## config.mk

```make
export PLATFORM = sky130hd
export DESIGN_NAME = uart_rx_fifo
export DESIGN_NICKNAME = d
export VERILOG_FILES = /design/src/rtl/uart_pkg.sv /design/src/rtl/sync_fifo.sv /design/src/rtl/uart_rx_fifo.sv
export SDC_FILE = /design/constraint.sdc
export NUM_CORES = 1
export LEC_CHECK = 0
export CORE_ASPECT_RATIO = 0.5
export CORE_MARGIN = 3
export CORE_UTILIZATION = 49
export DETAILED_ROUTE_END_ITERATION = 8
export MAX_ROUTING_LAYER = met4
export PLACE_DENSITY = 0.65
export RECOVER_POWER = 25
export SETUP_SLACK_MARGIN = 0.2
export SLEW_MARGIN = 20
export SYNTH_ARGS = -nofsm -noshare
export SYNTH_HDL_FRONTEND = slang
export SYNTH_SLANG_ARGS = --single-unit
```

## constraint.sdc

```tcl
create_clock -name clk -period 4.6 [get_ports clk]
set_input_delay 0.92 -clock clk [delete_from_list [all_inputs] [get_ports clk]]
set_output_delay 0.92 -clock clk [all_outputs]
set_load 0.02 [all_outputs]
```

## src/rtl/uart_pkg.sv

```systemverilog
// Shared types and helpers for the oversampled UART receiver.
package uart_pkg;

    localparam int unsigned MAX_DATA_WIDTH = 9;

    typedef enum logic [1:0] {
        PAR_NONE = 2'd0,
        PAR_ODD  = 2'd1,
        PAR_EVEN = 2'd2
    } parity_e;

    typedef enum logic [2:0] {
        ST_IDLE,
        ST_START,
        ST_DATA,
        ST_PARITY,
        ST_STOP
    } rx_state_e;

    // Layout puts the flags in the LSBs so the low DATA_WIDTH+2 bits form the FIFO word.
    typedef struct packed {
        logic [MAX_DATA_WIDTH-1:0] data;
        logic                      perr;
        logic                      ferr;
    } rx_word_t;

    function automatic logic vote3(input logic a, input logic b, input logic c);
        return (a & b) | (a & c) | (b & c);
    endfunction

endpackage

```

## src/rtl/sync_fifo.sv

```systemverilog
// Generic first-word-fall-through FIFO with registered head, valid, full, empty and count.
module sync_fifo #(
    parameter int unsigned WIDTH = 8,
    parameter int unsigned DEPTH = 16
) (
    input  logic                       clk,
    input  logic                       rstn,
    input  logic                       push,
    input  logic [WIDTH-1:0]           wdata,
    input  logic                       pop,
    output logic [WIDTH-1:0]           rdata,
    output logic                       valid,
    output logic                       full,
    output logic                       empty,
    output logic [$clog2(DEPTH):0]     count
);
    localparam int unsigned AW = $clog2(DEPTH);
    localparam int unsigned CW = AW + 1;

    logic [WIDTH-1:0] mem [DEPTH];
    logic [AW-1:0]    wr_ptr;
    logic [AW-1:0]    rd_ptr;
    logic [AW-1:0]    rd_ptr_n;
    logic [CW-1:0]    count_n;
    logic [CW-1:0]    remain_c;
    logic             do_pop_c;
    logic             do_push_c;

    assign do_pop_c  = pop & valid;
    assign do_push_c = push & (~full | do_pop_c);

    always_comb begin
        rd_ptr_n = rd_ptr + AW'(do_pop_c);
        remain_c = count - CW'(do_pop_c);
        count_n  = remain_c + CW'(do_push_c);
    end

    always_ff @(posedge clk) begin
        if (do_push_c) mem[wr_ptr] <= wdata;
    end

    // Head only shows entries written on an earlier cycle, so a push into an empty FIFO appears a clk later.
    always_ff @(posedge clk or negedge rstn) begin
        if (!rstn) begin
            wr_ptr <= '0;
            rd_ptr <= '0;
            count  <= '0;
            valid  <= 1'b0;
            rdata  <= '0;
            full   <= 1'b0;
            empty  <= 1'b1;
        end else begin
            if (do_push_c) wr_ptr <= wr_ptr + AW'(1);
            rd_ptr <= rd_ptr_n;
            count  <= count_n;
            valid  <= (remain_c != '0);
            if (remain_c != '0) rdata <= mem[rd_ptr_n];
            full   <= (count_n == CW'(DEPTH));
            empty  <= (count_n == '0);
        end
    end

endmodule

```

## src/rtl/uart_rx_fifo.sv

```systemverilog
// Oversampled, majority-voted UART receiver feeding a FWFT FIFO read over valid/ready.
module uart_rx_fifo
    import uart_pkg::*;
#(
    parameter int unsigned DATA_WIDTH = 8,
    parameter int unsigned BAUD_RATE  = 115200,
    parameter int unsigned CLK_FREQ   = 100_000_000,
    parameter int unsigned OVERSAMPLE = 16,
    parameter int unsigned PARITY     = 0,
    parameter int unsigned STOP_BITS  = 1,
    parameter int unsigned FIFO_DEPTH = 16
) (
    input  logic                          clk,
    input  logic                          rstn,
    input  logic                          rx_sig,
    input  logic                          m_ready,
    output logic                          m_valid,
    output logic [DATA_WIDTH-1:0]         m_data,
    output logic                          m_parity_err,
    output logic                          m_frame_err,
    output logic [$clog2(FIFO_DEPTH):0]   fifo_count,
    output logic                          overrun
);
    localparam int unsigned DIV   = CLK_FREQ / (BAUD_RATE * OVERSAMPLE);
    localparam int unsigned DIV_W = (DIV > 1) ? $clog2(DIV) : 1;
    localparam int unsigned OS_W  = $clog2(OVERSAMPLE);
    localparam int unsigned BIT_W = $clog2(DATA_WIDTH);
    localparam int unsigned FW    = DATA_WIDTH + 2;
    localparam logic [OS_W-1:0] SMP0      = OS_W'(OVERSAMPLE / 2 - 1);
    localparam logic [OS_W-1:0] SMP1      = OS_W'(OVERSAMPLE / 2);
    localparam logic [OS_W-1:0] SMP2      = OS_W'(OVERSAMPLE / 2 + 1);
    localparam logic [OS_W-1:0] LAST_TICK = OS_W'(OVERSAMPLE - 1);
    localparam parity_e PAR_MODE = parity_e'(2'(PARITY));

    if (DIV < 1) begin : g_bad_div
        $error("uart_rx_fifo: CLK_FREQ too low for BAUD_RATE*OVERSAMPLE");
    end
    if ((OVERSAMPLE % 2) != 0 || OVERSAMPLE < 8) begin : g_bad_os
        $error("uart_rx_fifo: OVERSAMPLE must be even and >= 8");
    end
    if (FIFO_DEPTH < 2 || (FIFO_DEPTH & (FIFO_DEPTH - 1)) != 0) begin : g_bad_depth
        $error("uart_rx_fifo: FIFO_DEPTH must be a power of 2, >= 2");
    end
    if (STOP_BITS != 1 && STOP_BITS != 2) begin : g_bad_stop
        $error("uart_rx_fifo: STOP_BITS must be 1 or 2");
    end

    rx_state_e             state;
    logic                  rx_meta, rxs, rxs_d;
    logic [DIV_W-1:0]      div_cnt;
    logic [OS_W-1:0]       tick_cnt;
    logic [BIT_W-1:0]      bit_cnt;
    logic                  smp0, smp1;
    logic [DATA_WIDTH-1:0] shreg;
    logic                  perr, ferr, push_q;
    logic                  start_edge_c, tick_c, bit_v_c, fifo_pop_c;
    logic                  fifo_full, fifo_empty;
    logic [FW-1:0]         fifo_rdata;
    rx_word_t              wr_word;

    always_ff @(posedge clk or negedge rstn) begin
        if (!rstn) begin
            rx_meta <= 1'b1;
            rxs     <= 1'b1;
            rxs_d   <= 1'b1;
        end else begin
            rx_meta <= rx_sig;
            rxs     <= rx_meta;
            rxs_d   <= rxs;
        end
    end

    assign start_edge_c = rxs_d & ~rxs;
    assign tick_c       = (div_cnt == '0);
    assign bit_v_c      = vote3(smp0, smp1, rxs);

    // Restarting at 0 on the start edge makes the first tick of the frame land on the next clk.
    always_ff @(posedge clk or negedge rstn) begin
        if (!rstn)                                    div_cnt <= '0;
        else if (state == ST_IDLE && start_edge_c)    div_cnt <= '0;
        else if (tick_c)                              div_cnt <= DIV_W'(DIV - 1);
        else                                          div_cnt <= div_cnt - DIV_W'(1);
    end

    always_ff @(posedge clk or negedge rstn) begin
        if (!rstn) begin
            state    <= ST_IDLE;
            tick_cnt <= '0;
            bit_cnt  <= '0;
            smp0     <= 1'b1;
            smp1     <= 1'b1;
            shreg    <= '0;
            perr     <= 1'b0;
            ferr     <= 1'b0;
            push_q   <= 1'b0;
        end else begin
            push_q <= 1'b0;
            if (state == ST_IDLE) begin
                if (start_edge_c) begin
                    state    <= ST_START;
                    tick_cnt <= '0;
                    bit_cnt  <= '0;
                    perr     <= 1'b0;
                    ferr     <= 1'b0;
                end
            end else if (tick_c) begin
                tick_cnt <= (tick_cnt == LAST_TICK) ? '0 : tick_cnt + OS_W'(1);
                if (tick_cnt == SMP0) smp0 <= rxs;
                if (tick_cnt == SMP1) smp1 <= rxs;
                case (state)
                    ST_START: begin
                        if (tick_cnt == SMP2 && bit_v_c) state <= ST_IDLE;
                        else if (tick_cnt == LAST_TICK)  state <= ST_DATA;
                    end
                    ST_DATA: begin
                        if (tick_cnt == SMP2) shreg <= {bit_v_c, shreg[DATA_WIDTH-1:1]};
                        if (tick_cnt == LAST_TICK) begin
                            if (bit_cnt == BIT_W'(DATA_WIDTH - 1)) begin
                                bit_cnt <= '0;
                                state   <= (PAR_MODE == PAR_NONE) ? ST_STOP : ST_PARITY;
                            end else begin
                                bit_cnt <= bit_cnt + BIT_W'(1);
                            end
                        end
                    end
                    ST_PARITY: begin
                        if (tick_cnt == SMP2) perr <= (((^shreg) ^ bit_v_c) != (PAR_MODE == PAR_ODD));
                        if (tick_cnt == LAST_TICK) state <= ST_STOP;
                    end
                    ST_STOP: begin
                        // Leave on the last stop vote so a back-to-back start edge is never missed.
                        if (tick_cnt == SMP2) begin
                            if (!bit_v_c) ferr <= 1'b1;
                            if (bit_cnt == BIT_W'(STOP_BITS - 1)) begin
                                push_q <= 1'b1;
                                state  <= ST_IDLE;
                            end
                        end else if (tick_cnt == LAST_TICK) begin
                            bit_cnt <= bit_cnt + BIT_W'(1);
                        end
                    end
                    default: state <= ST_IDLE;
                endcase
            end
        end
    end

    always_comb begin
        wr_word      = '0;
        wr_word.data = MAX_DATA_WIDTH'(shreg);
        wr_word.perr = perr;
        wr_word.ferr = ferr;
    end

    assign fifo_pop_c = m_ready & ~fifo_empty;

    sync_fifo #(
        .WIDTH (FW),
        .DEPTH (FIFO_DEPTH)
    ) u_fifo (
        .clk   (clk),
        .rstn  (rstn),
        .push  (push_q),
        .wdata (FW'(wr_word)),
        .pop   (fifo_pop_c),
        .rdata (fifo_rdata),
        .valid (m_valid),
        .full  (fifo_full),
        .empty (fifo_empty),
        .count (fifo_count)
    );

    assign m_data       = fifo_rdata[FW-1:2];
    assign m_parity_err = fifo_rdata[1];
    assign m_frame_err  = fifo_rdata[0];

    always_ff @(posedge clk or negedge rstn) begin
        if (!rstn) overrun <= 1'b0;
        else       overrun <= push_q & fifo_full & ~(m_valid & m_ready);
    end

endmodule

```

Word-level counts from Yosys, hierarchy flattened
Memory sizes are Yosys's and may differ from the RTL's. A register that Yosys moved wholly into a read port is not among the register bits.
Cells that the tools add are included.
- add/subtract/negate cells: 7
- equal/unequal tests: 20
- muxes and demuxes: 42
- bitwise operators: 19
- reduce and logical (&&, ||, !) cells: 22
- operator list (kind ; number):
    2-to-1 mux 3 bit ; 17
    inequality test 3 bit (second input constant) ; 7
    2-to-1 mux 1 bit ; 17
    2-to-1 mux 4 bit ; 4
    == test 4 bit (second input constant) ; 3
    2-to-1 mux 6 bit ; 2
    one-hot mux 3 bit (4 select lines) ; 1
    bitwise AND 1 bit ; 10
    adder 4 x 1 -> 4 bit (second input constant) ; 2
    AND reduction 4 bit ; 2
    AND reduction 8 bit ; 1
    nonzero test 2 bit ; 4
    XOR reduction 8 bit ; 1
    == test 3 x 2 -> 1 bit (second input constant) ; 2
    == test 3 bit (second input constant) ; 2
    zero test 3 bit ; 2
    zero test 6 bit ; 1
    one-hot mux 3 bit (2 select lines) ; 1
    AND reduction 3 bit ; 2
    AND reduction 6 bit ; 1
    subtractor 6 x 1 -> 6 bit (second input constant) ; 1
    adder 5 x 1 -> 5 bit ; 1
    == test 5 bit (second input constant) ; 1
    zero test 5 bit ; 1
    other kinds (17) ; 24
- register bits after elaboration: 49
- memory bits (writable): 160
- input port bits: 4
- output and inout port bits: 17
- word-level logic and storage cells: 131
- memories: 1
- memory list (name ; words ; width ; rd ports ; clocked after memory_dff ; wr ports ; line ; text):
    u_fifo.mem ; 16 ; 10 ; 1 ; 1 ; 1 ; sync_fifo.sv:20 ; logic [WIDTH-1:0] mem [DEPTH];

Logic depth before layout (Yosys ltp)
Gate-level depths: netlist (run 1).
- depth after elaboration: 8
- depth in mapped cells: 10
- gate-level depth less buffers: 10

Hierarchy
From an unflattened synthesis (run 1), not the netlist that was laid out.
- cell total of the unflattened synthesis: 512
- area total of the unflattened synthesis: 9223.8 sq um
- modules (own cells, without submodules) (module ; instances ; cells each ; area an instance (sq um) ; sequential area each (sq um)):
    sync_fifo ; 1 ; 356 ; 7420.9 ; 5456.5
    uart_rx_fifo ; 1 ; 156 ; 1803.0 ; 832.0

Least setup slack after synthesis (run 1)
Ideal clock, no wire load.
- path type: input-to-reg
- from: input port m_ready
- to: memory u_fifo.mem[5][0] (netlist bit) (enable)
- setup time: 0.390 ns
- data arrival time: 2.365 ns
- required time: 4.210 ns
- slack: 1.845 ns
- cell stages on the path: 6
- buffers on the path: 1
- cells stage by stage: nand2_1 > o21ai_0 > and2_1 > clkbuf_1 > nand2_1 > nor3_1
- longest elaborated chain between the ends: 6
- RTL lines (item ; line ; text):
    start: declaration ; uart_rx_fifo.sv:16 ; input logic m_ready,
    bitwise AND 1 bit ; uart_rx_fifo.sv:155 ; assign fifo_pop_c = m_ready & ~fifo_empty;
    bitwise AND 1 bit ; sync_fifo.sv:29 ; assign do_pop_c = pop & valid;
    OR 1 bit ; sync_fifo.sv:30 ; assign do_push_c = push & (~full | do_pop_c);
    bitwise AND 1 bit ; sync_fifo.sv:30 ;
    via u_fifo.do_push_c ; sync_fifo.sv:27 ; logic do_push_c;
    2-to-1 mux 1 bit ; sync_fifo.sv:39 ; if (do_push_c) mem[wr_ptr] <= wdata;
    2-to-1 mux 1 bit (not written as such) ; sync_fifo.sv:39 ;
    end: declaration ; sync_fifo.sv:20 ;
The timed path passes the listed nets, and every way through them passes these cells.

Worst setup path in the final report (run 1)
- from: input port m_ready
- to: register u_fifo.rdata[5], read port of u_fifo.mem
- elaborated cells on any way between the ends: 5
- those cells by class: add/sub: 2; bitwise: 2; reduce/logical: 1
- RTL lines (item ; line ; text):
    bitwise AND 1 bit ; uart_rx_fifo.sv:155 ;
    bitwise AND 1 bit ; sync_fifo.sv:29 ;
    adder 4 x 1 -> 4 bit ; sync_fifo.sv:33 ; rd_ptr_n = rd_ptr + AW'(do_pop_c);
    via u_fifo.rd_ptr_n[0] ; sync_fifo.sv:23 ; logic [AW-1:0] rd_ptr_n;
    end: declaration ; sync_fifo.sv:11 ; output logic [WIDTH-1:0] rdata,
The timed path passes the listed nets, and every way through them passes these cells.
A chain may end at the register's enable or synchronous reset.

==> results of run 1 <==
[sequential cells by signal, summed over array words and instances, names as in the netlist, 4 cells and up]
register,cells
u_fifo.mem,160
u_fifo.rdata,10
shreg,8
div_cnt,6
u_fifo.count,5
tick_cnt,4
u_fifo.rd_ptr,4
u_fifo.wr_ptr,4
[cells in the mapped netlist (all sizes together) (4+ instances only)]
library cell / number
dfrtp: 53
ha: 18
inv: 28
a222oi: 10
mux2i: 21
a21oi: 5
nor2: 14
nand3: 6
mux4: 40
nand2: 16
edfxtp: 160
dfstp: 6
xnor2: 14
o21ai: 17
nor3: 13
clkbuf: 11
and2: 9
buf: 11
xor2: 7
or3: 4
nor3b: 4
mux2: 13
[cell type report]
cell class,count,share of cell area [%]
Clock buffer,24,5.29
Clock inverter,11,0.802
Inverter,28,1.04
Multi-Input combinational cell,246,24.8
Sequential cell,219,62.0
Tap cell,234,2.89
Timing Repair Buffer,35,3.15
[stage by stage]
step	utilization [%]	power, W	cell area, um^2
finish	57.3	0.00549	10100
global placement	53.8	0.00394	9530
CTS	57.3	0.00555	10100
floorplan	-	0.00347	9010
global route	57.3	0.00577	10100
detailed placement	53.8	0.00396	9530
[where the power goes]
part | switching (W) | internal (W)
Sequential | 0.000118 | 0.00224
Combinational | 0.000867 | 0.000683
Clock | 0.000696 | 0.000889
[kinds of logic after synthesis]
group,count (synthesis),share of synthesized area (%)
simple gates,85,5.36
mux,74,14.0
xor+xnor,21,2.04
compound gates,47,3.83
buf+inv,50,2.36
fa+ha+maj,19,2.61
flops,219,69.8
[how the worst min path moves through the flow]
stage	from	to	slack, ps	cells after the start
after floorplan	rx_meta$_DFF_PN1_	rxs$_DFF_PN1_	350	0
after global placement	rx_meta$_DFF_PN1_	rxs$_DFF_PN1_	350	0
after detailed placement	rx_meta$_DFF_PN1_	rxs$_DFF_PN1_	350	0
after CTS	rx_meta$_DFF_PN1_	rxs$_DFF_PN1_	360	0
after global routing	rx_meta$_DFF_PN1_	rxs$_DFF_PN1_	370	0
final	rx_meta$_DFF_PN1_	rxs$_DFF_PN1_	360	0
[worst max-delay path, cell delays in order]
cell and delay, ps:
clkdlybuf4s50_1 460, nand2_1 70, nor2_1 220, ha_2 700
buf_4 330, mux4_2 520, mux2i_1 170, a222oi_1 100
[routing by layer]
layer | up-vias | GRT usage [%]
li1 | 2069 | -
met1 | 2403 | 28.5
met2 | 99 | 28.4
met3 | 22 | 3.89
met4 | 0 | 2.66
met5 | - | -
==> metrics.yaml, run 1 <==
p_leak_nw: 4.01
final-instance-count-excl-fill: 797
syn2layout_area_growth_pct: 12.6
fin_nets: 572
setup_viol: 0
dp_cells: 762
overflow: 0
dr_wl_met2_um: 7900
timing.rr.start: "u_fifo.empty$_DFF_PN1_"
cts_hold_buffers: 0
ys_seq_area_share_pct: 69.8
worst_r2r_endpoint: "u_fifo.rdata[5]$_DFFE_PN0P_"
highest-signal-layer: "met4"
cts_setup_buffers: 0
cts.htree.levels: 1
grt_usage_pct: 19.1
r2r_slack_ps: 1910
yosysWarnings: 0
finalCritPeriodShare_pct: 69.1
numCtsBuffers: 20
endpoint_kind: "flip-flop"
p_per_area_mw_per_mm2: 541
diodes: 0
holdWs_ps: 363
drv_cap: 1
tns_ps: 0
cp-startpoint: "m_ready"
synth_edf_count: 160
r2r_cells: 6
netlist.area_leader.share_pct: 53.3
max_slew_margin_pct: -6.83
timing.final.hold_violations: 0
synth_cells: 515
cts_tree: "done"
period_minus_slack_ps: 3180
final_antenna_net_count: 0
coreArea_mm2: 0.0177
ios: 21
met1_length_um: 8660
cts_sinks: 219
drt_first_pass_iters: 5
start_util_pct: 50.9
drt-wirelength-per-cell_um: 22.3
status: "finished with violations"
die-area_mm2: 0.0201
cts_resized: 0
timing.final.ws_setup_ps: 1420
violations: "capacitance limit, slew limit"
num_vias: 4593
gp_congestion: 0.795
syn_nets: 537
rsz0062_at_grt: "false"
grt_pass1_vias: 4720
path_class: "in -> reg"
dp_slack_ps: 889
ys_ff_latch: 219
yosysTopAreaCell: "edfxtp_1"
multi_input_area_mm2: 0.00252
drive_above_1_share_pct: 19.7
worst_slew_pin_slew_ps: 1600
hp-class: "reg -> reg"
clockBufferDepth: 3
dpl.hpwl_um: 10900
clk_pin_slew_ps: 60
root_buffer: "clkbuf_16"
drc: 0
fmax_mhz: 315
dr_wl_met3_um: 1010
antenna_found_initial: 0
rows: 34
clk_latency_ps: 490
cp.arrival_ps: 3500
grt_pass1_wl_um: 27900
drv_slew: 29
mostFrequentLayoutCell: "edfxtp_1"
layout_common_cells: "160 x edfxtp_1, 53 x dfrtp_1, 40 x mux4_2, 28 x inv_1"
grt_max_degree: 42
netlist_area_mm2: 0.00901
die_h_um: 102
worst_ir_drop_vdd_mv: 0.293
required_ps: 4920
regArea_mm2: 0.00629
async_flop_share_pct: 26.9
synth_cell_types: 51
via_per_inst: 5.76
postSynthAreaPerCell_um2: 17.5
crit_path_max_fanout: 20
die_x_um: 198
start_kind: "input port"
ys.flop_type: "edfxtp_1"
synthTopCellsByArea: "edfxtp_1 53%, dfrtp_1 15%, mux4_2 10%, ha_1 2.5%, mux2i_1 2.3%"
wl_um: 17800
io_buffer_count: 20
crit_end: "u_fifo.rdata[5]$_DFFE_PN0P_"
skew_ps: 9.72
fillers: 1353
drt_iter0_markers: 368
No activity file was read; power rests on OpenSTA's default activity.
==> inputs of run 2 (changes only) <==
--- a/config.mk
+++ b/config.mk
@@ -10,7 +10,7 @@
 export CORE_UTILIZATION = 49
 export DETAILED_ROUTE_END_ITERATION = 8
 export MAX_ROUTING_LAYER = met4
-export PLACE_DENSITY = 0.65
+export PLACE_DENSITY = 0.68
 export RECOVER_POWER = 25
 export SETUP_SLACK_MARGIN = 0.2
 export SLEW_MARGIN = 20
==> constraint.sdc (replaced) <==
create_clock -name clk -period 2.55 [get_ports clk]
set_input_delay 0.51 -clock clk [delete_from_list [all_inputs] [get_ports clk]]
set_output_delay 0.51 -clock clk [all_outputs]
set_load 0.02 [all_outputs]
==> run 2 against run 1 <==
The run still ends with capacitance limit, slew limit left. Total power rose by 110%. Clock skew rose by 5.4 ps. Routed wire length rose by 0.86%. Combinational power rose to 2.7 times the previous value. Via count rose by 4.4%. Flip-flop and latch count did not move. Worst hold slack got worse by 2.2 ps. Critical path type unchanged. Critical endpoint is now u_fifo.rdata[8]$_DFFE_PN0P_. Largest cell class unchanged.
==> metrics.yaml, run 2 (synthesis gave the netlist of run 1 again) <==
status: "finished with violations"
violations: "capacitance limit, slew limit"
dp_slack_ps: -495
fmax_mhz: 432
die_h_um: 102
drive_above_1_share_pct: 28.6
largest_register_ffs: 160
drt-wirelength-per-cell_um: 21.3
crit_slowest_cell: "clkdlybuf4s50_1"
die_x_um: 198
skew_ps: 15.1
netSwitchingFraction_pct: 29.5
timing.final.hold_violations: 0
fillers: 1253
cts_hold_buffers: 0
combPwrFrac_pct: 35.7
drc: 0
crit_chain: "clkdlybuf4s50_1 > nand2_1 > nor2_4 > ha_4 > buf_4 > nand2b_1 > o21a_1 > buf_4 > o31a_1 > buf_12 > a222oi_1"
wl_um: 17900
r2r_slack_ps: 300
overflow: 0
crit_path_max_fanout: 10
top_register: "u_fifo.mem"
grt_max_degree: 31
mostFrequentLayoutCell: "edfxtp_1"
clock_power_share_pct: 27.1
cts_sinks: 219
grt_usage_pct: 18.4
max_slew_margin_pct: -16.8
rsz0062_at_grt: "true"
grt_pass1_wl_um: 27300
p_int_w: 0.00813
fin_util_pct: 61.9
p_per_area_mw_per_mm2: 1050
tns_ps: 0
io_buffer_count: 20
die-area_mm2: 0.0201
numCtsBuffers: 20
clk_pin_slew_ps: 60
rows: 34
path_class: "in -> reg"
cp_common_cell: "buf_4"
worst_r2r_endpoint: "u_fifo.rdata[8]$_DFFE_PN0P_"
timing.rr.start: "u_fifo.empty$_DFF_PN1_"
via_per_inst: 5.69
period_minus_slack_ps: 2310
drv_cap: 2
drv_slew: 61
worst_slew_pin_slew_ps: 1750
fin_nets: 617
regArea_mm2: 0.00629
final-instance-count-excl-fill: 843
hp-class: "reg -> reg"
dpl.hpwl_um: 11300
multi_input_area_mm2: 0.00267
layout_common_cells: "160 x edfxtp_1, 53 x dfrtp_1, 40 x mux4_2, 37 x buf_4, 27 x inv_1"
drt_iter0_markers: 328
cp.arrival_ps: 2680
r2r_cells: 7
grt_pass1_vias: 4770
largestRegisters: "u_fifo.mem x160, u_fifo.rdata x10, shreg x8"
diodes: 0
dp_cells: 801
setup_viol: 0
min_to: "rxs$_DFF_PN1_"
clockBufferDepth: 3
worst_ir_drop_vdd_mv: 0.676
required_ps: 2920
start_kind: "input port"
drt_first_pass_iters: 5
endpoint_kind: "flip-flop"
p_leak_nw: 4.36
min_path_cells: 0
p_sw_w: 0.00340
hold_start: "rx_meta$_DFF_PN1_"
finalCritPeriodShare_pct: 90.8
timing.final.ws_setup_ps: 236
root_buffer: "clkbuf_16"
final_antenna_net_count: 0
cts_tree: "done"
seqPwrFrac_pct: 37.1
antenna_found_initial: 0
coreArea_mm2: 0.0177
clk_latency_ps: 490
cts.htree.levels: 1
start_util_pct: 50.9
ios: 21
slowest_delay_ps: 450
gp_congestion: 0.816
num_vias: 4793
syn2layout_area_growth_pct: 21.6
[run 2: cell types whose count changed in the layout (fill, tap and decap cells not counted), moves of 2 or more]
cell,previous run,this run
ha_1,17,12
xor2_1,6,4
buf_12,1,19
mux2i_1,21,19
mux2i_2,0,2
ha_4,0,6
bufinv_16,1,3
clkbuf_8,0,2
nor2_1,13,11
clkinv_1,3,1
buf_4,14,37
clkbuf_16,21,23
[run 2: worst max path at each step]
stage / end / startpoint
2_1_floorplan: u_fifo.mem[5][0]$_DFFE_PP_ / m_ready
3_3_place_gp: u_fifo.rdata[0]$_DFFE_PN0P_ / m_ready
3_5_place_dp: u_fifo.rdata[8]$_DFFE_PN0P_ / m_ready
4_1_cts: u_fifo.rdata[8]$_DFFE_PN0P_ / m_ready
5_1_grt: u_fifo.full$_DFF_PN0_ / m_ready
6_report: u_fifo.rdata[8]$_DFFE_PN0P_ / m_ready
[run 2: repair_timing]
item / CTS / global route
gates cloned: 0 / 2
pin swaps: 3 / 6
endpoints found under the setup margin: 12 / 13
resized for setup: 10 / 16
setup buffers: 1 / 3
[run 2: critical path: cells and delay by family]
kind / cells / cell delay (ps)
compound gates: 3 / 790
fa+ha+maj: 1 / 160
buf+inv: 4 / 840
simple gates: 3 / 380
[run 2: layer usage]
layer  GRT usage [%]  up-vias  wire [um]
li1                -     2158          -
met1            27.8     2497       8860
met2            26.9      113       7910
met3            3.03       25        819
met4            3.80        0        331
met5               -        -          0
[run 2: per-stage QoR]
step | total power, W | instance area, um^2 | hold WS, ps
final | 0.0115 | 11000 | 361
after global routing | 0.0120 | 11000 | 371
after CTS | 0.0111 | 10800 | 40.9
after detailed placement | 0.00793 | 10000 | 347
after global placement | 0.00789 | 10000 | 347
after floorplan | 0.00626 | 9010 | 214
[run 2: cell type report]
cell class              count  share of cell area (%)
well taps                 234                    2.67
inverters                  28                   0.959
multi-input cells         246                    24.3
repair buffers             80                    8.31
clock buffers              26                    5.15
clock inverters            10                    1.19
flip-flops and latches    219                    57.4
[run 2: power by group through the flow]
| stage | registers (W) | clock network (W) | logic, W |
|---|---|---|---|
| 2_1_floorplan | 0.00440 | 0 | 0.00186 |
| 3_3_place_gp | 0.00432 | 0 | 0.00357 |
| 3_5_place_dp | 0.00432 | 0 | 0.00361 |
| 4_1_cts | 0.00426 | 0.00317 | 0.00370 |
| 5_1_grt | 0.00432 | 0.00331 | 0.00438 |
| 6_report | 0.00428 | 0.00312 | 0.00412 |
==> inputs of run 3 (changes only) <==
--- a/config.mk
+++ b/config.mk
@@ -10,7 +10,7 @@
 export CORE_UTILIZATION = 49
 export DETAILED_ROUTE_END_ITERATION = 8
 export MAX_ROUTING_LAYER = met4
-export PLACE_DENSITY = 0.68
+export PLACE_DENSITY = 0.65
 export RECOVER_POWER = 25
 export SETUP_SLACK_MARGIN = 0.2
 export SLEW_MARGIN = 20
==> constraint.sdc (replaced) <==
create_clock -name clk -period 2.9 [get_ports clk]
set_input_delay 0.58 -clock clk [delete_from_list [all_inputs] [get_ports clk]]
set_output_delay 0.58 -clock clk [all_outputs]
set_load 0.02 [all_outputs]
==> run 3 against run 2 <==
The run still ends with capacitance limit, slew limit left. Worst setup slack gained 170 ps. First-iteration DRC count grew 16%. Final area shrank 5.0%. Clock skew grew 1.4 ps. Routed wire length shrank 4.8%. Die area is the same. Register-to-register slack gained 250 ps. Largest cell class unchanged.
==> metrics.yaml, run 3 (synthesis gave the netlist of run 1 again) <==
num_vias: 4651
cp_common_cell: "ha_1"
final_antenna_net_count: 0
grt_max_degree: 33
hp-class: "reg -> reg"
numCtsBuffers: 20
grt_usage_pct: 18.4
crit_slowest_cell: "clkdlybuf4s50_1"
mostFrequentLayoutCell: "edfxtp_1"
cp.arrival_ps: 2890
grt_pass1_wl_um: 27400
die_x_um: 198
period_minus_slack_ps: 2490
timing.rr.start: "u_fifo.empty$_DFF_PN1_"
gp_congestion: 0.773
ios: 21
p_per_area_mw_per_mm2: 853
dp_cells: 779
top_register: "u_fifo.mem"
drv_cap: 1
drt_iter0_markers: 381
drc: 0
drive_above_1_share_pct: 21.9
drt-wirelength-per-cell_um: 20.9
dp_slack_ps: -157
antenna_found_initial: 0
crit_family: "simple AND/OR/NAND/NOR gates"
fin_nets: 589
hold_start: "rx_meta$_DFF_PN1_"
worst_slew_pin_slew_ps: 1530
cts_tree: "done"
cts_hold_buffers: 0
rsz0062_at_grt: "false"
path_class: "in -> reg"
status: "finished with violations"
crit_path_max_fanout: 3
dpl.hpwl_um: 11200
wl_um: 17100
r2r_cells: 8
skew_ps: 16.6
die_h_um: 102
drv_slew: 29
slowest_delay_ps: 450
root_buffer: "clkbuf_16"
cts_sinks: 219
grt_pass1_vias: 4786
dr_wl_met2_um: 8090
critPathBufInv: 2
cts_setup_buffers: 0
min_path_cells: 0
clk_latency_ps: 500
diodes: 0
dpl_cell_area_mm2: 0.00980
required_ps: 3300
violations: "capacitance limit, slew limit"
largest_register_ffs: 160
layout_common_cells: "160 x edfxtp_1, 53 x dfrtp_1, 40 x mux4_2, 28 x inv_1, 21 x mux2i_1"
largestRegisters: "u_fifo.mem x160, u_fifo.rdata x10, shreg x8"
clockBufferDepth: 3
worst_r2r_endpoint: "u_fifo.full$_DFF_PN0_"
dr_wl_met3_um: 908
die-area_mm2: 0.0201
rows: 34
clk_pin_slew_ps: 60
p_leak_nw: 4.14
start_util_pct: 50.9
met1_length_um: 7890
coreArea_mm2: 0.0177
setup_viol: 0
timing.final.ws_setup_ps: 409
min_to: "rxs$_DFF_PN1_"
worst_ir_drop_vdd_mv: 0.601
timing.final.hold_violations: 0
fin_util_pct: 58.8
endpoint_kind: "flip-flop"
highest-signal-layer: "met4"
io_buffer_count: 20
drt_first_pass_iters: 5
via_per_inst: 5.71
max_slew_margin_pct: -2.15
cts.htree.levels: 1
start_kind: "input port"
r2r_slack_ps: 550
postLayoutCellArea_mm2: 0.0104
crit_chain: "clkdlybuf4s50_1 > nand2_1 > nor2_1 > ha_1 > inv_1 > ha_1 > ha_1 > xor2_1 > xnor2_1 > or3_1 > nor3b_1"
syn2layout_area_growth_pct: 15.6
tns_ps: 0
overflow: 0
cts_resized: 0
fillers: 1324
final-instance-count-excl-fill: 815
finalCritPeriodShare_pct: 85.9
fmax_mhz: 401
## run 3: stage by stage
stage	total power [W]	hold slack (ps)
6_report	0.00888	360
5_1_grt	0.00934	365
4_1_cts	0.00900	136
3_5_place_dp	0.00647	347
3_3_place_gp	0.00643	348
2_1_floorplan	0.00550	284
## run 3: per-layer routing
layer / track usage (%) / vias up
met1: 26.4 / 2407
met5: - / -
met3: 3.56 / 20
met4: 2.61 / 0
li1: - / 2112
met2: 28.8 / 112
## run 3: how the worst max path moves through the flow
| stage | start | cells after the start | endpoint |
|---|---|---|---|
| after CTS | m_ready | 9 | u_fifo.rdata[0]$_DFFE_PN0P_ |
| after detailed placement | m_ready | 9 | u_fifo.rdata[0]$_DFFE_PN0P_ |
| after global placement | m_ready | 9 | u_fifo.rdata[0]$_DFFE_PN0P_ |
| final | m_ready | 11 | u_fifo.full$_DFF_PN0_ |
| after floorplan | m_ready | 6 | u_fifo.mem[5][0]$_DFFE_PP_ |
| after global routing | m_ready | 11 | u_fifo.full$_DFF_PN0_ |
## run 3: worst register-to-register path, cell delays in order, from the launching register on
cell     delay, ps
dfstp_2        540
nor2_1          80
ha_1           280
inv_1           50
ha_1           210
ha_1           230
o41ai_1        430
xor2_1         240
nor3b_1        190
## run 3: area by class of cell
class,instances,area [um^2],area share (%)
Clock buffer,33,599,5.76
Clock inverter,3,26.3,0.252
Inverter,28,105,1.01
Multi-Input combinational cell,246,2520,24.2
Sequential cell,219,6290,60.4
Tap cell,234,293,2.81
Timing Repair Buffer,52,578,5.55
## run 3: where the power goes
group          total (W)  internal, W  leakage [nW]  switching, W
Sequential       0.00374      0.00355          2.52      0.000192
Combinational    0.00262      0.00124          1.31       0.00138
Clock            0.00252      0.00142         0.307       0.00110
==> RTL edit 1 (settings of run 2) <==
Re-encode `rx_state_e` (5 states) as Gray code, 3 bits wide.
--- a/src/rtl/uart_pkg.sv
+++ b/src/rtl/uart_pkg.sv
@@ -10,11 +10,11 @@
     } parity_e;
 
     typedef enum logic [2:0] {
-        ST_IDLE,
-        ST_START,
-        ST_DATA,
-        ST_PARITY,
-        ST_STOP
+        ST_IDLE   = 3'b000,
+        ST_START  = 3'b001,
+        ST_DATA   = 3'b011,
+        ST_PARITY = 3'b010,
+        ST_STOP   = 3'b110
     } rx_state_e;
 
     // Layout puts the flags in the LSBs so the low DATA_WIDTH+2 bits form the FIFO word.
Behaviour: no difference found for any inputs over 10 cycles, from zero or initial values and one cycle with rstn low; not proved beyond that.
==> RTL edit 1 against run 2 <==
- the run still ends with capacitance limit, slew limit left
- largest cell class unchanged
- via count shrank 1.2%
- sequential cell count is the same
- wire length grew 2.0%
- non-clock buffer count shrank 2
- first-iteration DRC count grew 35%
- clock power shrank 11%
- total power shrank 1.9%
- design area shrank 2.3%
- synthesized area grew 0.33%
- fmax shrank 0.64%
- cell count shrank 0.71%
- worst setup slack lost 0.015 ns
==> RTL edit 1: results (changes against run 2) <==
** Run status
- Violated checks :: capacitance limit, slew limit
- Result of the run :: finished, violations left

** Power and ir drop
- The maximum vdd drop was 0.618 mV (-8.7%).
- Switch share :: 0.310 (+0.0156)

** Place
- Dpl hpwl :: 11900 um (+5.6%)
- The last weighted congestion value of the routability-driven placer was 0.828 (+1.5%).
- The placement-stage worst setup slack came to -0.462 ns (+0.0322 ns).
- Number of instances in the placed design :: 796 (-0.62%)

** Synth
- The compound-gate portion of the synthesized area is 0.0415 (+0.00319).
- Top cells by area in the synthesized netlist :: sky130_fd_sc_hd__edfxtp_1 (53%), sky130_fd_sc_hd__dfrtp_1 (15%), sky130_fd_sc_hd__mux4_2 (10%)
- The xor/xnor share of the synthesized area is 0.0213 (+0.000901).
- Mux cell area share after synthesis :: 0.140 (+0.000227)
- Share of synthesized area occupied by flip-flops and latches :: 0.696 (-0.00232)
- Commonest cells in the netlist :: sky130_fd_sc_hd__edfxtp_1 (160), sky130_fd_sc_hd__dfrtp_1 (53), sky130_fd_sc_hd__mux4_2 (40), sky130_fd_sc_hd__mux2i_1 (22), sky130_fd_sc_hd__nor2_1 (20)
- Distinct cell type count after synthesis :: 58 (+14%)
- Syn Nets :: 531 (-1.1%)
- The gate count of the mapped netlist came to 509 (-1.2%).
- Synthesized-area fraction occupied by adder cells :: 0.0260 (-0.0000867)

** GRT
- The via count of the first global-routing pass came to 4867 (+2.0%).
- Global-route usage over all layers :: 0.191 (+0.00663)
- The wire length of the first global-routing pass came to 28000 um (+2.8%).
- Pin count of the biggest net entering global routing :: 60 (+94%)

** STA
- Pins Over Slew Limit :: 60 (-1.6%)
- The achievable frequency was 429 MHz (-0.64%).
- Slew at the pin with the worst max-slew slack :: 1.56 ns (-0.195 ns)
- Clock Skew :: 0.0201 ns (+0.00499 ns)
- Worst hold margin :: 0.360 ns (-0.00106 ns)

** Routing
- The initial DRC count is 442 (+35%).
- The routed wire length is 18300 um (+2.0%).
- The average wire length per cell after detail routing is 21.8 um (+2.8%).
- Via Count :: 4736 (-1.2%)

** Cells and area
- Total Nets Final :: 610 (-1.1%)
- Fraction of final layout cells sized beyond drive strength 1 :: 0.301 (+0.0150)

** Worst setup path
- The largest fanout on the critical path came to 8 (-2).
- Worst setup slack for register-to-register paths :: 0.28 ns (-0.02 ns)
- Arrival time reported for the critical path endpoint :: 2.71 ns (+0.03 ns)

** Flow run
- The max capacitance violation total came to 1 (-1).
[RTL edit 1: layout make-up]
type / instances / area (um^2)
Antenna cell: 1 / 2.50
Clock buffer: 27 / 558
Clock inverter: 9 / 38.8
Fill cell: 1265 / 7030
Inverter: 15 / 56.3
Multi-Input combinational cell: 254 / 2740
Sequential cell: 219 / 6290
Tap cell: 234 / 293
Timing Repair Buffer: 78 / 724
[RTL edit 1: metrics by stage]
| stage | cell area, um^2 | utilization |
|---|---|---|
| after floorplan | 9040 | - |
| after global placement | 9910 | 0.559 |
| after detailed placement | 9910 | 0.559 |
| after CTS | 10600 | 0.596 |
| after global routing | 10700 | 0.603 |
| final | 10700 | 0.603 |
[RTL edit 1: critical path: cells and delay by family]
kind / cells / cell delay (ns)
buf+inv: 3 / 0.75
mux: 2 / 0.52
fa+ha+maj: 2 / 0.39
simple gates: 2 / 0.28
compound gates: 2 / 0.25
[RTL edit 1: kinds of logic (layout without fill, tap and decap cells)]
kind of cell,after synthesis,count (layout)
compound gates,52,52
xor+xnor,22,22
flops,219,219
buf+inv,36,129
fa+ha+maj,19,19
simple gates,86,86
other cells,0,1
mux,75,75
[RTL edit 1: worst paths after layout]
path,startpoint,end,cells after the start
min in group asynchronous,rstn,tick_cnt[2],2
max in group asynchronous,rstn,u_fifo.rdata[2],2
setup reg to reg,u_fifo.empty,u_fifo.rdata[4],9
hold reg to reg,rx_meta,rxs,0
setup / recovery,m_ready,u_fifo.rdata[4],11
hold / removal,rx_meta,rxs,0
[RTL edit 1: per-layer routing]
layer	GRT usage	routed length, um	vias to the layer above
met5	-	0	-
met4	0.0310	233	0
met3	0.0451	1270	24
met2	0.292	8440	119
met1	0.271	8340	2453
li1	-	-	2140
[RTL edit 1: timing repair]
action	4_1_cts	5_1_grt
hold buffers	0	0
setup endpoints to repair	11	13
cloned	0	1
gates resized for setup	12	19
setup buffers	0	3
pin swaps	0	4
[RTL edit 1: power by group through the flow]
stage | combinational (uW) | sequential [uW] | clock, uW
CTS | 3910 | 4300 | 2830
detailed placement | 3820 | 4370 | 0
global route | 4550 | 4350 | 2980
floorplan | 2280 | 4430 | 0
global placement | 3760 | 4360 | 0
finish | 4220 | 4310 | 2770
==> RTL edit 2 (settings of run 2) <==
Without the edit above. Change the parameter `BAUD_RATE` from 115200 to 460800.
--- a/src/rtl/uart_rx_fifo.sv
+++ b/src/rtl/uart_rx_fifo.sv
@@ -3,7 +3,7 @@
     import uart_pkg::*;
 #(
     parameter int unsigned DATA_WIDTH = 8,
-    parameter int unsigned BAUD_RATE  = 115200,
+    parameter int unsigned BAUD_RATE  = 460800,
     parameter int unsigned CLK_FREQ   = 100_000_000,
     parameter int unsigned OVERSAMPLE = 16,
     parameter int unsigned PARITY     = 0,
Function: no difference found for any inputs over 10 cycles, from zero or initial values and one cycle with rstn low; that may be too few to reach the edited logic, so the function may still have changed.
==> RTL edit 2 against run 2 <==
- the flow still finishes with violations (capacitance limit, slew limit)
- total power increased by 5.4%
- synthesized area decreased by 1.8%
- sequential cell count decreased by 2
- synthesized cell count decreased by 2.5%
- fmax about the same
- design area decreased by 1.7%
- register-to-register slack got worse by 0.02 ns
- worst setup slack improved by 0.0015 ns
- die area decreased by 1.8%
- wire length increased by 5.2%
- hold slack about the same
- clock skew increased by 0.0012 ns
- largest cell class unchanged
- largest power group is now combinational logic
==> RTL edit 2: results (changes against run 2) <==
** Run status
- Result of the run :: finished, violations left
- Violated checks :: capacitance limit, slew limit

** GRT
- Via count of the first global-routing pass :: 4900 (+2.7%)
- The global router's overall resource usage was 0.198 (+0.0134).
- The wire length of the first global-routing pass is 28500 um (+4.4%).
- Pin count of the biggest net entering global routing :: 58 (+87%)
- The met3 usage in global routing was 0.0361 (+0.00576).
- Met2 track demand over resource :: 0.310 (+0.0402)
- GR met1 Demand/Resource :: 0.277 (-0.000868)

** Place
- The post-placement cell count is 792 (-1.1%).
- The final HPWL from detailed placement was 11900 um (+5.0%).
- The total placed instance area came to 9850 um^2 (-1.8%).

** Routing
- Final WL :: 18900 um (+5.2%)
- Number of design-rule violations left by the first detailed-router iteration :: 347 (+5.8%)
- The via count normalized by instance count came to 5.75 (+1.2%).
- Met3 wire len :: 1230 um (+50%)

** Power and ir drop
- Clock Power Share :: 0.253 (-0.018)
- The areal power density over the cells came to 1130 nW/um^2 (+7.2%).
- The maximum vdd drop was 1.33 mV (+97%).
- The net load switching power is 3790 uW (+12%).

** Synth
- Complex-gate fraction of the synthesized area :: 0.0383 (about the same)
- The xor/xnor share of the synthesized area is 0.0188 (-0.00160).
- The sequential share of the synthesized area came to 0.705 (+0.00737).
- The gate count of the mapped netlist is 502 (-2.5%).
- Commonest cells in the netlist :: sky130_fd_sc_hd__edfxtp_1 (160), sky130_fd_sc_hd__dfrtp_1 (51), sky130_fd_sc_hd__mux4_2 (40), sky130_fd_sc_hd__mux2i_1 (23)
- The share of synthesized area spent on multiplexers came to 0.143 (+0.00318).
- Syn Nets :: 522 (-2.8%)
- By area the synthesized netlist is led by sky130_fd_sc_hd__edfxtp_1 (54%), sky130_fd_sc_hd__dfrtp_1 (14%), sky130_fd_sc_hd__mux4_2 (10%).
- The adder and majority cell fraction of the synthesized area was 0.0238 (-0.00234).

** Cells and area
- The number of fill cells is 1231 (-1.8%).
- The net count of the finished layout was 603 (-2.3%).
- Final std cells w/o fill :: 831 (-1.4%)

** Clocking
- The number of buffers inserted to repair setup after CTS is 0 (-1).
- CTS resizes :: 9 (-1)

** Worst setup path
- The most critical setup path has its endpoint at u_fifo.full.
- Critical register-to-register path endpoint :: u_fifo.rdata[1]
- Worst setup slack for register-to-register paths :: 0.28 ns (-0.02 ns)

** STA
- The final max-slew violation count was 58 (-4.9%).
- Clock Skew :: 0.0163 ns (+0.00118 ns)
- The worst slew margin relative to its limit came to -0.0193 (+0.149).
- The smallest hold slack was 0.361 ns (-0.000498 ns).

** Flow run
- Max capacitance violation total :: 1 (-1)
RTL edit 2: changes by cell type after synthesis, moves of 3 or more:
| cell | run 2 | this run |
|---|---|---|
| sky130_fd_sc_hd__a22oi_1 | 0 | 10 |
| sky130_fd_sc_hd__o21ai_1 | 4 | 0 |
| sky130_fd_sc_hd__nand3_1 | 6 | 11 |
| sky130_fd_sc_hd__buf_2 | 8 | 5 |
| sky130_fd_sc_hd__inv_1 | 28 | 17 |
| sky130_fd_sc_hd__o21a_1 | 3 | 10 |
| sky130_fd_sc_hd__a222oi_1 | 10 | 0 |
RTL edit 2: cell type report:
| class | count | area (um^2) | share of cell area |
|---|---|---|---|
| clock inverters | 10 | 144 | 0.0134 |
| inverters | 17 | 63.8 | 0.00592 |
| clock buffers | 26 | 533 | 0.0495 |
| repair buffers | 77 | 827 | 0.0768 |
| flip-flops and latches | 217 | 6240 | 0.579 |
| multi-input cells | 250 | 2680 | 0.248 |
| well taps | 234 | 293 | 0.0272 |
